<file path="src/rtl/event_encoder_8to3.sv">
// Event encoder: sticky 8-line pending vector served as 3-bit codes over valid/ready.
// Define ROUND_ROBIN_EN for rotating selection; otherwise the lowest pending index wins.
module event_encoder_8to3 (
    input  logic       clk,
    input  logic       rst,
    input  logic [7:0] req,
    output logic       out_valid,
    input  logic       out_ready,
    output logic [2:0] out_code,
    output logic [3:0] pend_cnt,
    output logic       overflow
);

    typedef enum logic [0:0] {
        ST_IDLE    = 1'b0,
        ST_PRESENT = 1'b1
    } state_t;

    state_t     state_r;
    logic [7:0] pending_r;
    logic       out_valid_r;
    logic [2:0] out_code_r;
    logic [3:0] pend_cnt_r;
    logic       overflow_r;

    logic       fire_s;
    logic       ovf_hit_s;
    logic [7:0] clr_s;
    logic [7:0] pending_nx_s;
    logic [2:0] sel_code_s;
`ifdef ROUND_ROBIN_EN
    logic [2:0] rr_ptr_r;
    logic [2:0] search_base_s;
`endif

    function automatic logic [7:0] onehot8(input logic [2:0] idx);
        return 8'h01 << idx;
    endfunction

    function automatic logic [3:0] popcount8(input logic [7:0] vec);
        logic [3:0] cnt;
        cnt = 4'd0;
        for (int i = 0; i < 8; i++) begin
            cnt = cnt + {3'd0, vec[i]};
        end
        return cnt;
    endfunction

    // First set bit found searching upward from base, wrapping 7->0.
    function automatic logic [2:0] sel_from(input logic [7:0] vec, input logic [2:0] base);
        logic [2:0] idx;
        logic [2:0] result;
        logic       found;
        result = 3'd0;
        found  = 1'b0;
        for (int i = 0; i < 8; i++) begin
            idx = base + i[2:0];
            if (!found && vec[idx]) begin
                result = idx;
                found  = 1'b1;
            end
        end
        return result;
    endfunction

    // Handshake, pending next-state and selection of the next code.
    always_comb begin
        fire_s       = out_valid_r & out_ready;
        clr_s        = fire_s ? onehot8(out_code_r) : 8'h00;
        pending_nx_s = (pending_r & ~clr_s) | req;
        ovf_hit_s    = |(req & pending_r & ~clr_s);
`ifdef ROUND_ROBIN_EN
        // A grant in this cycle moves the search start past the accepted line.
        search_base_s = fire_s ? (out_code_r + 3'd1) : rr_ptr_r;
        sel_code_s    = sel_from(pending_nx_s, search_base_s);
`else
        sel_code_s    = sel_from(pending_nx_s, 3'd0);
`endif
    end

    // Pending vector, counters, sticky overflow and the presenting state machine.
    always_ff @(posedge clk) begin
        if (rst) begin
            state_r     <= ST_IDLE;
            pending_r   <= 8'h00;
            out_valid_r <= 1'b0;
            out_code_r  <= 3'd0;
            pend_cnt_r  <= 4'd0;
            overflow_r  <= 1'b0;
`ifdef ROUND_ROBIN_EN
            rr_ptr_r    <= 3'd0;
`endif
        end else begin
            pending_r  <= pending_nx_s;
            pend_cnt_r <= popcount8(pending_nx_s);
            if (ovf_hit_s) begin
                overflow_r <= 1'b1;
            end
`ifdef ROUND_ROBIN_EN
            if (fire_s) begin
                rr_ptr_r <= out_code_r + 3'd1;
            end
`endif
            // out_code only changes on a load that has something to present.
            case (state_r)
                ST_IDLE: begin
                    if (|pending_nx_s) begin
                        state_r     <= ST_PRESENT;
                        out_valid_r <= 1'b1;
                        out_code_r  <= sel_code_s;
                    end
                end
                ST_PRESENT: begin
                    if (fire_s) begin
                        if (|pending_nx_s) begin
                            out_code_r <= sel_code_s;
                        end else begin
                            state_r     <= ST_IDLE;
                            out_valid_r <= 1'b0;
                        end
                    end
                end
                default: begin
                    state_r     <= ST_IDLE;
                    out_valid_r <= 1'b0;
                end
            endcase
        end
    end

    assign out_valid = out_valid_r;
    assign out_code  = out_code_r;
    assign pend_cnt  = pend_cnt_r;
    assign overflow  = overflow_r;

endmodule

</file>
<file path="config.mk">
export PLATFORM = sky130hd
export DESIGN_NAME = event_encoder_8to3
export DESIGN_NICKNAME = d
export VERILOG_FILES = /design/src/rtl/event_encoder_8to3.sv
export SDC_FILE = /design/constraint.sdc
export NUM_CORES = 1
export LEC_CHECK = 0
export CAP_MARGIN = 10
export CELL_PAD_IN_SITES_DETAIL_PLACEMENT = 1
export CELL_PAD_IN_SITES_GLOBAL_PLACEMENT = 2
export CORE_MARGIN = 5
export CORE_UTILIZATION = 32
export DETAILED_ROUTE_END_ITERATION = 8
export GPL_ROUTABILITY_DRIVEN = 0
export GPL_TIMING_DRIVEN = 0
export HOLD_SLACK_MARGIN = 0.12
export PLACE_DENSITY_LB_ADDON = 0.05
export RECOVER_POWER = 25
export SLEW_MARGIN = 20
export SYNTH_ARGS = -nofsm -noshare
export SYNTH_HDL_FRONTEND = slang
export SYNTH_SLANG_ARGS = --single-unit
</file>
<file path="constraint.sdc">
create_clock -name clk -period 9 [get_ports clk]
set_input_delay 1.35 -clock clk [delete_from_list [all_inputs] [get_ports clk]]
set_output_delay 1.35 -clock clk [all_outputs]
set_load 0.02 [all_outputs]
</file>
**Word-level counts from Yosys, hierarchy flattened**

Index checks and enable logic that the tools add are counted.

- Logic and storage cells: 66
- Bits in writable memories: 0
- ROM bits: 0
- Memories kept: 0
- Flip-flop bits (word level): 18
- Output and inout bits: 9
- Latch bits: 0

- Order comparisons: 0
- Muxes and demuxes: 25
- Reduce and logical (&&, ||, !) cells: 17
- Div/mod/pow operators: 0
- Eq/ne operators: 3
- $mul: 0
- Shifts and indexed selects: 1
- Add/sub/neg operators: 7
- Bitwise gates (word level): 7

Operators by type and width:

| cell | number |
|---|---|
| AND 8 bit | 3 |
| two-way mux 3 bit | 8 |
| adder 4 x 1 -> 4 bit | 4 |
| OR reduction 8 bit | 2 |
| two-way mux 1 bit | 13 |
| two-way mux 8 bit | 1 |
| inverter 8 bit | 1 |
| OR 8 bit | 1 |
| << shifter 1 x 3 -> 8 bit (first input constant) | 1 |
| logical AND 1 bit | 7 |
| logical NOT 1 bit | 7 |
| one-hot mux 3 bit (2 select lines) | 1 |
| adder 3 x 1 -> 4 bit | 1 |
| != test 2 bit (second input constant) | 2 |
| one-hot mux 1 bit (2 select lines) | 2 |
| adder 2 x 1 -> 3 bit | 1 |
| AND reduction 3 bit | 1 |
| adder 1 x 1 -> 2 bit | 1 |
| != test 2 x 1 -> 1 bit (second input constant) | 1 |
| AND 1 bit | 1 |
| inverter 1 bit | 1 |

**Depth between registers and ports, before layout**

Gate-level depths: netlist of run 1.

- Word-level depth: 30
- Depth in mapped cells: 15
- Depth with buffers taken out: 15

**Worst setup path after synthesis of run 1**

OpenSTA, ideal clock, no wires.

- Path type: input to register
- Start: input port out_ready
- End: register pend_cnt_r[2] (netlist: pend_cnt[2])
- Buffers on the path: 0
- Setup slack: 4.369 ns
- Setup time: 0.128 ns
- Stages on the path: 14
- Data arrival time: 4.503 ns
- Required time: 8.872 ns
- Cell sequence: nand3b_1 > or3_1 > a21oi_1 > inv_1 > fa_1 > fa_1 > inv_1 > fa_1 > inv_1 > ha_1 > inv_1 > fa_1 > xor2_1 > nor2_1

- Word-level cells in the longest chain between the ends: 12

Ends and longest elaborated chain:

| what | RTL line | source |
|---|---|---|
| from (decl) | 8 | `input logic out_ready,` |
| AND 1 bit | 68 | `fire_s = out_valid_r & out_ready;` |
| two-way mux 8 bit | 69 | `clr_s = fire_s ? onehot8(out_code_r) : 8'h00;` |
| inverter 8 bit | 70 | `pending_nx_s = (pending_r & ~clr_s) \| req;` |
| AND 8 bit | 70 |  |
| OR 8 bit | 70 |  |
| named net pending_nx_s[0] | 29 | `logic [7:0] pending_nx_s;` |
| adder 1 x 1 -> 2 bit | 44 | `cnt = cnt + {3'd0, vec[i]};` |
| adder 2 x 1 -> 3 bit | 44 |  |
| adder 3 x 1 -> 4 bit | 44 |  |
| adder 4 x 1 -> 4 bit (4 in a row) | 44 |  |
| to (signal assigned) | 95 | `pend_cnt_r <= popcount8(pending_nx_s);` |
| to (decl) | 23 | `logic [3:0] pend_cnt_r;` |

The timed path passes the listed nets, and every way through them passes these cells.
A chain may end at the register's enable or synchronous reset.

**Final worst setup path of run 1**

Ends and elaborated chain as after synthesis.

==> results of run 1 <==
final timing paths:
check,end,cells after the start
worst max-delay path,pend_cnt[2],15
worst min-delay path,out_code[2],2
worst max register to register,pend_cnt[2],14
worst min register to register,out_code[2],2
metal layers:
| layer | wire length (µm) | vias up |
|---|---|---|
| met2 | 1330 | 18 |
| met5 | 0 | - |
| met1 | 1360 | 449 |
| li1 | - | 467 |
| met3 | 79 | 7 |
| met4 | 60 | 0 |
worst min-delay path: stages, from the launching register on:
cell	delay, ns
dfxtp_1	0.34
inv_1	0.06
a221oi_1	0.07
logic make-up (layout without fill, tap and decap cells):
logic type | count (synthesis) | in the layout | synth area share
mux | 1 | 1 | 0.0106
buf+inv | 17 | 38 | 0.0650
xor+xnor | 1 | 1 | 0.00828
fa+ha+maj | 9 | 9 | 0.135
simple gates | 43 | 43 | 0.219
compound gates | 31 | 31 | 0.222
flops | 18 | 18 | 0.340
state kept, by name, summed over array words and instances (netlist names):
| name | count |
|---|---|
| pending_r | 8 |
| pend_cnt | 4 |
| out_code | 3 |
| out_valid | 1 |
| overflow | 1 |
| state_r | 1 |
area by class of cell:
class	instances	area (µm²)	area share
repair buffers	18	180	0.138
flip-flops and latches	18	360	0.276
clock buffers	3	22.5	0.0173
well taps	44	55.1	0.0422
inverters	13	48.8	0.0374
multi-input cells	85	618	0.474
plain buffers	4	20.0	0.0153
power breakdown:
| group | switching (mW) | total [mW] | internal [mW] |
|---|---|---|---|
| clock network | 0.0246 | 0.0402 | 0.0156 |
| logic | 0.0426 | 0.0782 | 0.0356 |
| registers | 0.00462 | 0.0946 | 0.0900 |
| total | 0.0718 | 0.213 | 0.141 |
cells in the final DEF, fill, tap and decap left out, types with 2 or more instances in the layout:
master	count
a21oi_1	8
dlygate4sd3_1	4
nand3_1	3
o22ai_1	4
clkbuf_4	3
fa_1	4
a221oi_1	3
and2_1	2
o211ai_1	2
or3b_1	3
o31ai_1	2
ha_1	5
inv_1	13
clkbuf_1	2
a21boi_0	2
nand3b_1	4
nor2b_1	3
nand2_1	8
dfxtp_1	18
or3_1	2
nor2_1	14
clkdlybuf4s50_1	14
==> results.py, run 1 <==
metrics = {
    "run_status": {
        "status": "finished, final reports clean",
    },
    "floorplanning": {
        "die_h_um": 67.5,
        "rows": 20,
        "initial_core_util": 0.341,
        "io_pins": 20,
        "dieWidth_um": 67.5,
        "dieArea_um2": 4560,
        "core_area_um2": 3100,
    },
    "layout": {
        "fill_cells": 392,
        "stdcell_area_um2": 1310,
        "synthToLayoutAreaGrowth_pct": 23.3,
        "nets": 163,
        "fin_util": 0.421,
        "stdcell_count": 185,
        "drive_above_1_share": 0.0709,
        "diodes": 0,
    },
    "synth": {
        "synth.net_count": 140,
        "synth_top_area_share": 0.340,
        "synth-seq-cells": 18,
        "yosysTopAreaCell": "dfxtp_1",
        "ys_seq_area_frac": 0.340,
        "synth_warnings": 0,
        "syn_area_um2": 1060,
        "synth_area_per_cell_um2": 8.82,
        "synth.area.top_cells": "dfxtp_1 (34%), fa_1 (7.6%), ha_1 (5.9%)",
        "netlist_instances": 120,
        "ys.flop_type": "dfxtp_1",
        "synth_cell_type_count": 39,
        "synth_edf_count": 0,
        "synth-async-reset-ratio": 0,
        "synth_commonest_cells": "dfxtp_1 (18), nor2_1 (14), inv_1 (13)",
        "post-synth-top-count-cell": "dfxtp_1",
    },
    "timing": {
        "worstMarginPinSlew_ns": 0.549,
        "rsz0062_at_grt": "false",
        "hold_slack_ns": 0.517,
        "setup_slack_ns": 3.78,
        "finalCriticalPeriod_ns": 5.22,
        "fmax_mhz": 192,
        "setup_viol_count_final": 0,
        "fin_skew_ns": 0.00171,
        "relSlewSlack": 0.634,
        "period_share": 0.580,
        "slew_violations": 0,
        "tns_ns": 0,
        "hold_violations": 0,
    },
    "hold_path": {
        "worstHoldStart": "out_code[2]",
        "min_path_type": "reg -> reg",
    },
    "global_route": {
        "grt_first_pass_wirelength_um": 4690,
        "grt_max_degree": 11,
        "grt_overflow": 0,
        "grt.busiest_layer": "met2",
        "grt_usage": 0.141,
        "met2_usage": 0.235,
        "grt_util_met3": 0.0200,
        "grt_pass1_vias": 987,
        "use_met1": 0.179,
        "antenna_found_initial": 0,
    },
    "clock_network": {
        "postCtsSetupBuffers": 0,
        "htree_levels": 1,
        "cts_hold_buf": 0,
        "root_buffer": "clkbuf_4",
        "clock-sinks": 18,
        "ctsResizeCount": 0,
        "clk_latency_ns": 0.29,
        "cts_buffers": 3,
        "clk_pin_slew_worst_paths_ns": 0.10,
        "cts.path.max_buffers": 2,
        "cts_tree": "yes",
    },
    "detailed_routing": {
        "vias": 941,
        "ant_nets": 0,
        "routed_via_density": 5.09,
        "wl_per_cell_um": 15.3,
        "routed_wirelength_um": 2830,
        "first_iter_violations": 36,
        "drc": 0,
        "first_pass_iters": 4,
    },
    "power_and_ir_drop": {
        "power_mw": 0.213,
        "power_density_nw_per_um2": 163,
        "p_leak_nw": 0.496,
        "vdd_drop_max_v": 0.0000649,
    },
    "setup_path": {
        "path_cells": "clkdlybuf4s50_1, nand3b_1, or3_1, a21oi_1, inv_1, fa_1, fa_1, inv_1, fa_1, inv_1, ha_1, inv_1, fa_1, xor2_1, nor2_1",
        "end_kind": "flip-flop",
        "ff2ff_setup_slack_ns": 4.96,
        "crit_type": "in -> reg",
        "start_kind": "input port",
        "setup.worst_path.start": "out_ready",
        "max_stage_delay_ns": 0.52,
        "cp_slowest_cell": "clkdlybuf4s50_1",
        "cp.required_ns": 9.17,
        "crit_family": "adder cells",
        "timing.rr.start": "out_valid",
        "critPathArrivalTime_ns": 5.39,
        "path_max_fanout": 6,
        "cp_num_buf_inv": 5,
    },
    "place": {
        "portBuffers": 18,
        "place_hpwl_um": 2210,
        "dp.cells": 182,
        "placed_area_um2": 1290,
        "place_ws_ns": 3.41,
    },
    "job": {
        "drv_cap": 0,
    },
}
(Power assumes the default switching activity.)
==> run 2: changes to the inputs <==
- CORE_UTILIZATION: 32 -> 30
- clock period: 9 -> 5.2 ns (I/O delays scaled with it)
==> run 2 against run 1 <==
Net effect: non-clock buffer count unchanged; first-iteration DRC count decreased by 47%; clock power increased by 73%; largest cell class unchanged.
==> results.py, run 2 (synthesized netlist as in run 1, its figures left out) <==
metrics = {
    "run_status": {
        "status": "finished, final reports clean",
    },
    "clock_network": {
        "ctsResizeCount": 0,
        "clk_pin_slew_worst_paths_ns": 0.10,
        "postCtsSetupBuffers": 0,
        "cts_tree": "yes",
        "htree_levels": 1,
        "cts_hold_buf": 0,
        "clk_latency_ns": 0.29,
        "root_buffer": "clkbuf_4",
        "cts_buffers": 3,
        "cts.path.max_buffers": 2,
        "clock-sinks": 18,
    },
    "layout": {
        "layout_common_cells": "dfxtp_1 (18), clkdlybuf4s50_1 (15), nor2_1 (14), inv_1 (13)",
        "drive_above_1_share": 0.0709,
        "largest_register_ffs": 8,
        "diodes": 0,
        "fin_util": 0.386,
        "top_register": "pending_r",
        "nets": 163,
        "synthToLayoutAreaGrowth_pct": 23.5,
        "final_common_cell": "dfxtp_1",
    },
    "detailed_routing": {
        "ant_nets": 0,
        "routed_wirelength_um": 2740,
        "first_pass_iters": 4,
        "routed_via_density": 4.96,
        "drc": 0,
        "first_iter_violations": 19,
        "wl_per_cell_um": 14.7,
        "vias": 928,
    },
    "hold_path": {
        "worstHoldStart": "out_code[2]",
        "min_path_type": "reg -> reg",
        "min_path_cells": 2,
        "hold_end": "out_code[2]",
    },
    "job": {
        "drv_cap": 0,
    },
    "setup_path": {
        "cp_num_buf_inv": 5,
        "cp_slowest_cell": "dlygate4sd3_1",
        "end_kind": "flip-flop",
        "crit_family": "adder cells",
        "rr_endpoint": "pend_cnt[2]",
        "cp.required_ns": 5.37,
        "crit_type": "in -> reg",
        "max_stage_delay_ns": 0.59,
        "timing.rr.start": "out_code[2]",
        "r2r_cells": 14,
        "ff2ff_setup_slack_ns": 1.20,
        "path_cells": "dlygate4sd3_1, nand3b_1, or3_1, a21oi_1, inv_1, fa_1, fa_1, inv_1, fa_1, inv_1, ha_1, inv_1, fa_1, xor2_1, nor2_1",
        "critPathArrivalTime_ns": 4.83,
        "path_max_fanout": 6,
        "start_kind": "input port",
    },
    "timing": {
        "rsz0062_at_grt": "false",
        "fmax_mhz": 215,
        "finalCriticalPeriod_ns": 4.66,
        "slew_violations": 0,
        "relSlewSlack": 0.644,
        "worstMarginPinSlew_ns": 0.534,
        "period_share": 0.896,
        "tns_ns": 0,
        "setup_viol_count_final": 0,
        "fin_skew_ns": 0.00123,
        "hold_violations": 0,
    },
    "global_route": {
        "antenna_found_initial": 0,
        "grt_max_degree": 11,
        "grt_usage": 0.126,
        "grt_pass1_vias": 1020,
        "grt_overflow": 0,
        "grt_first_pass_wirelength_um": 4860,
    },
    "place": {
        "portBuffers": 18,
        "place_hpwl_um": 2230,
    },
    "floorplanning": {
        "dieWidth_um": 69.4,
        "io_pins": 20,
        "dieArea_um2": 4820,
        "die_h_um": 69.4,
        "rows": 21,
        "core_area_um2": 3390,
        "initial_core_util": 0.312,
    },
    "power_and_ir_drop": {
        "vdd_drop_max_v": 0.000133,
        "p_leak_nw": 0.491,
        "power_density_nw_per_um2": 281,
    },
}
[run 2: cell types whose count changed in the layout (fill, tap and decap cells not counted), sizes merged]
cell,before,now
clkdlybuf4s50,14,15
dlygate4sd3,4,3
[run 2: worst min-delay path, stage by stage (launching register included)]
cell	delay [ns]
dfxtp_1	0.35
inv_1	0.07
a221oi_1	0.06
[run 2: through the flow]
stage | cell area (µm²) | std cells | setup slack [ns] | power [mW] | hold WS [ns]
2_1_floorplan | 1060 | 120 | 1.14 | 0.253 | 0.500
3_3_place_gp | 1300 | 184 | 0.260 | 0.305 | 0.512
3_5_place_dp | 1300 | 184 | 0.259 | 0.307 | 0.522
4_1_cts | 1320 | 187 | 0.556 | 0.382 | 0.546
5_1_grt | 1310 | 187 | 0.265 | 0.404 | 0.553
6_report | 1310 | 187 | 0.542 | 0.368 | 0.525
[run 2: area by class of cell]
| class | count | area, µm² |
|---|---|---|
| Timing Repair Buffer | 18 | 180 |
| Fill cell | 405 | 2080 |
| Tap cell | 46 | 57.6 |
| Sequential cell | 18 | 360 |
| Inverter | 13 | 48.8 |
| Buffer | 4 | 20.0 |
| Clock buffer | 3 | 22.5 |
| Multi-Input combinational cell | 85 | 618 |
[run 2: per-layer routing]
| metal | GRT usage | vias up | wire [µm] |
|---|---|---|---|
| li1 | - | 468 | - |
| met1 | 0.155 | 446 | 1270 |
| met2 | 0.215 | 12 | 1360 |
| met3 | 0.0290 | 2 | 99 |
| met4 | 0.0390 | 0 | 13 |
| met5 | 0 | - | 0 |
[run 2: power breakdown]
| group | switching, mW | total [mW] | internal, mW |
|---|---|---|---|
| registers | 0.00813 | 0.164 | 0.156 |
| clock network | 0.0425 | 0.0694 | 0.0269 |
| logic | 0.0722 | 0.135 | 0.0624 |
| total | 0.123 | 0.368 | 0.245 |
[run 2: worst max path at each step]
stage	from	endpoint	slack [ns]	depth (start not counted)
6_report	out_ready	pend_cnt[2]	0.54	15
5_1_grt	out_ready	pend_cnt[2]	0.26	15
4_1_cts	out_ready	pend_cnt[2]	0.56	15
3_3_place_gp	out_ready	pend_cnt[2]	0.26	15
2_1_floorplan	out_ready	pend_cnt[2]	1.14	14
3_5_place_dp	out_ready	pend_cnt[2]	0.26	15
==> run 3: changes to the inputs <==
- ABC_CLOCK_PERIOD_IN_PS: unset -> 5200
- CTS_CLUSTER_SIZE: unset -> 12
- GPL_TIMING_DRIVEN: 0 -> 1
==> run 3 against run 2 <==
Net effect: first-iteration DRC count is 16% higher; die area stayed put; flip-flop and latch count stayed put; clock skew is 0.0049 ns higher; combinational power hardly changed; critical endpoint unchanged; largest cell class unchanged.
==> results.py, run 3 (synthesized netlist as in run 1, its figures left out) <==
metrics = {
    "timing": {
        "fmax_mhz": 221,
        "setup_viol_count_final": 0,
        "hold_violations": 0,
        "period_share": 0.869,
        "worstMarginPinSlew_ns": 0.727,
        "relSlewSlack": 0.514,
        "tns_ns": 0,
        "slew_violations": 0,
        "fin_skew_ns": 0.00611,
        "finalCriticalPeriod_ns": 4.52,
        "rsz0062_at_grt": "false",
    },
    "detailed_routing": {
        "drc": 0,
        "first_pass_iters": 4,
        "routed_wirelength_um": 2780,
        "ant_nets": 0,
        "wl_per_cell_um": 14.9,
        "first_iter_violations": 22,
        "vias": 938,
        "routed_via_density": 5.02,
    },
    "floorplanning": {
        "dieWidth_um": 69.4,
        "dieArea_um2": 4820,
        "rows": 21,
        "io_pins": 20,
        "initial_core_util": 0.312,
        "core_area_um2": 3390,
        "die_h_um": 69.4,
    },
    "setup_path": {
        "path_max_fanout": 6,
        "crit_type": "in -> reg",
        "cp.required_ns": 5.39,
        "start_kind": "input port",
        "end_kind": "flip-flop",
        "critPathArrivalTime_ns": 4.70,
    },
    "clock_network": {
        "htree_levels": 1,
        "cts_hold_buf": 0,
        "clock-sinks": 18,
        "ctsResizeCount": 0,
        "cts_buffers": 3,
        "root_buffer": "clkbuf_4",
        "cts.path.max_buffers": 2,
        "clk_pin_slew_worst_paths_ns": 0.12,
        "cts_tree": "yes",
        "clk_latency_ns": 0.31,
        "postCtsSetupBuffers": 0,
    },
    "layout": {
        "largest_register_ffs": 8,
        "stdcell_count": 187,
        "nets": 162,
        "multi_input_area_um2": 618,
        "fill_cells": 401,
        "drive_above_1_share": 0.0780,
        "layout_common_cells": "dfxtp_1 (18), clkdlybuf4s50_1 (16), nor2_1 (14), inv_1 (13)",
        "synthToLayoutAreaGrowth_pct": 25.3,
        "top_register": "pending_r",
        "final_common_cell": "dfxtp_1",
        "final-seq-area_um2": 360,
        "diodes": 0,
    },
    "power_and_ir_drop": {
        "vdd_drop_max_v": 0.000170,
        "p_leak_nw": 0.500,
        "power_density_nw_per_um2": 297,
    },
    "run_status": {
        "status": "finished, final reports clean",
    },
    "global_route": {
        "antenna_found_initial": 0,
        "grt_pass1_vias": 965,
        "grt_max_degree": 20,
        "grt_usage": 0.127,
        "grt_first_pass_wirelength_um": 4820,
        "grt_overflow": 0,
    },
    "place": {
        "place_hpwl_um": 2140,
        "portBuffers": 19,
        "dp.cells": 183,
    },
    "job": {
        "drv_cap": 0,
    },
    "hold_path": {
        "min_path_type": "reg -> reg",
    },
}
[run 3: cell count changes in the layout (fill, tap and decap cells not counted)]
| cell | change |
|---|---|
| clkbuf_1 | -2 |
| buf_2 | -1 |
| buf_4 | +1 |
| clkbuf_8 | +1 |
| clkdlybuf4s50_1 | +1 |
[run 3: area by class of cell]
type                       instances  area share
tap                               46      0.0434
clock buffer                       4      0.0274
multi-input combinational         85       0.466
timing repair buffer              21       0.155
sequential                        18       0.272
inverter                          13      0.0368
[run 3: final timing paths]
path,startpoint,to,slack (ns),cells past startpoint
max reg2reg,out_code[2],pend_cnt[2],1.32,14
max,out_ready,pend_cnt[2],0.68,15
min reg2reg,out_code[2],out_code[2],0.52,2
min,out_code[2],out_code[2],0.52,2
[run 3: power by group]
group	internal (mW)	total, mW	switching [mW]
combinational	0.0641	0.135	0.0708
sequential	0.156	0.167	0.0111
clock	0.0428	0.0927	0.0500
total	0.263	0.394	0.132
[run 3: per-stage QoR]
step,hold WS [ns],instance area [µm²],setup WS [ns],utilization,power (mW)
floorplan,0.500,1060,1.14,-,0.253
global placement,0.509,1300,0.398,0.384,0.305
detailed placement,0.527,1300,0.377,0.384,0.308
CTS,0.546,1340,0.675,0.395,0.405
global route,0.562,1330,0.351,0.391,0.426
finish,0.523,1330,0.682,0.391,0.394
[run 3: critical path, stage by stage]
cell and delay (ns):
dlygate4sd3_1 0.58, nand3b_1 0.21, or3_1 0.39, a21oi_1 0.22
inv_1 0.10, fa_1 0.50, fa_1 0.51, inv_1 0.06
fa_1 0.48, inv_1 0.07, ha_1 0.17, inv_1 0.06
fa_1 0.37, xor2_1 0.15, nor2_1 0.05
[run 3: layer usage]
| layer | wire [µm] | track usage | vias to the layer above |
|---|---|---|---|
| li1 | - | - | 463 |
| met1 | 1280 | 0.155 | 455 |
| met2 | 1350 | 0.208 | 16 |
| met3 | 84 | 0.0290 | 4 |
| met4 | 63 | 0.0651 | 0 |
| met5 | 0 | 0 | - |
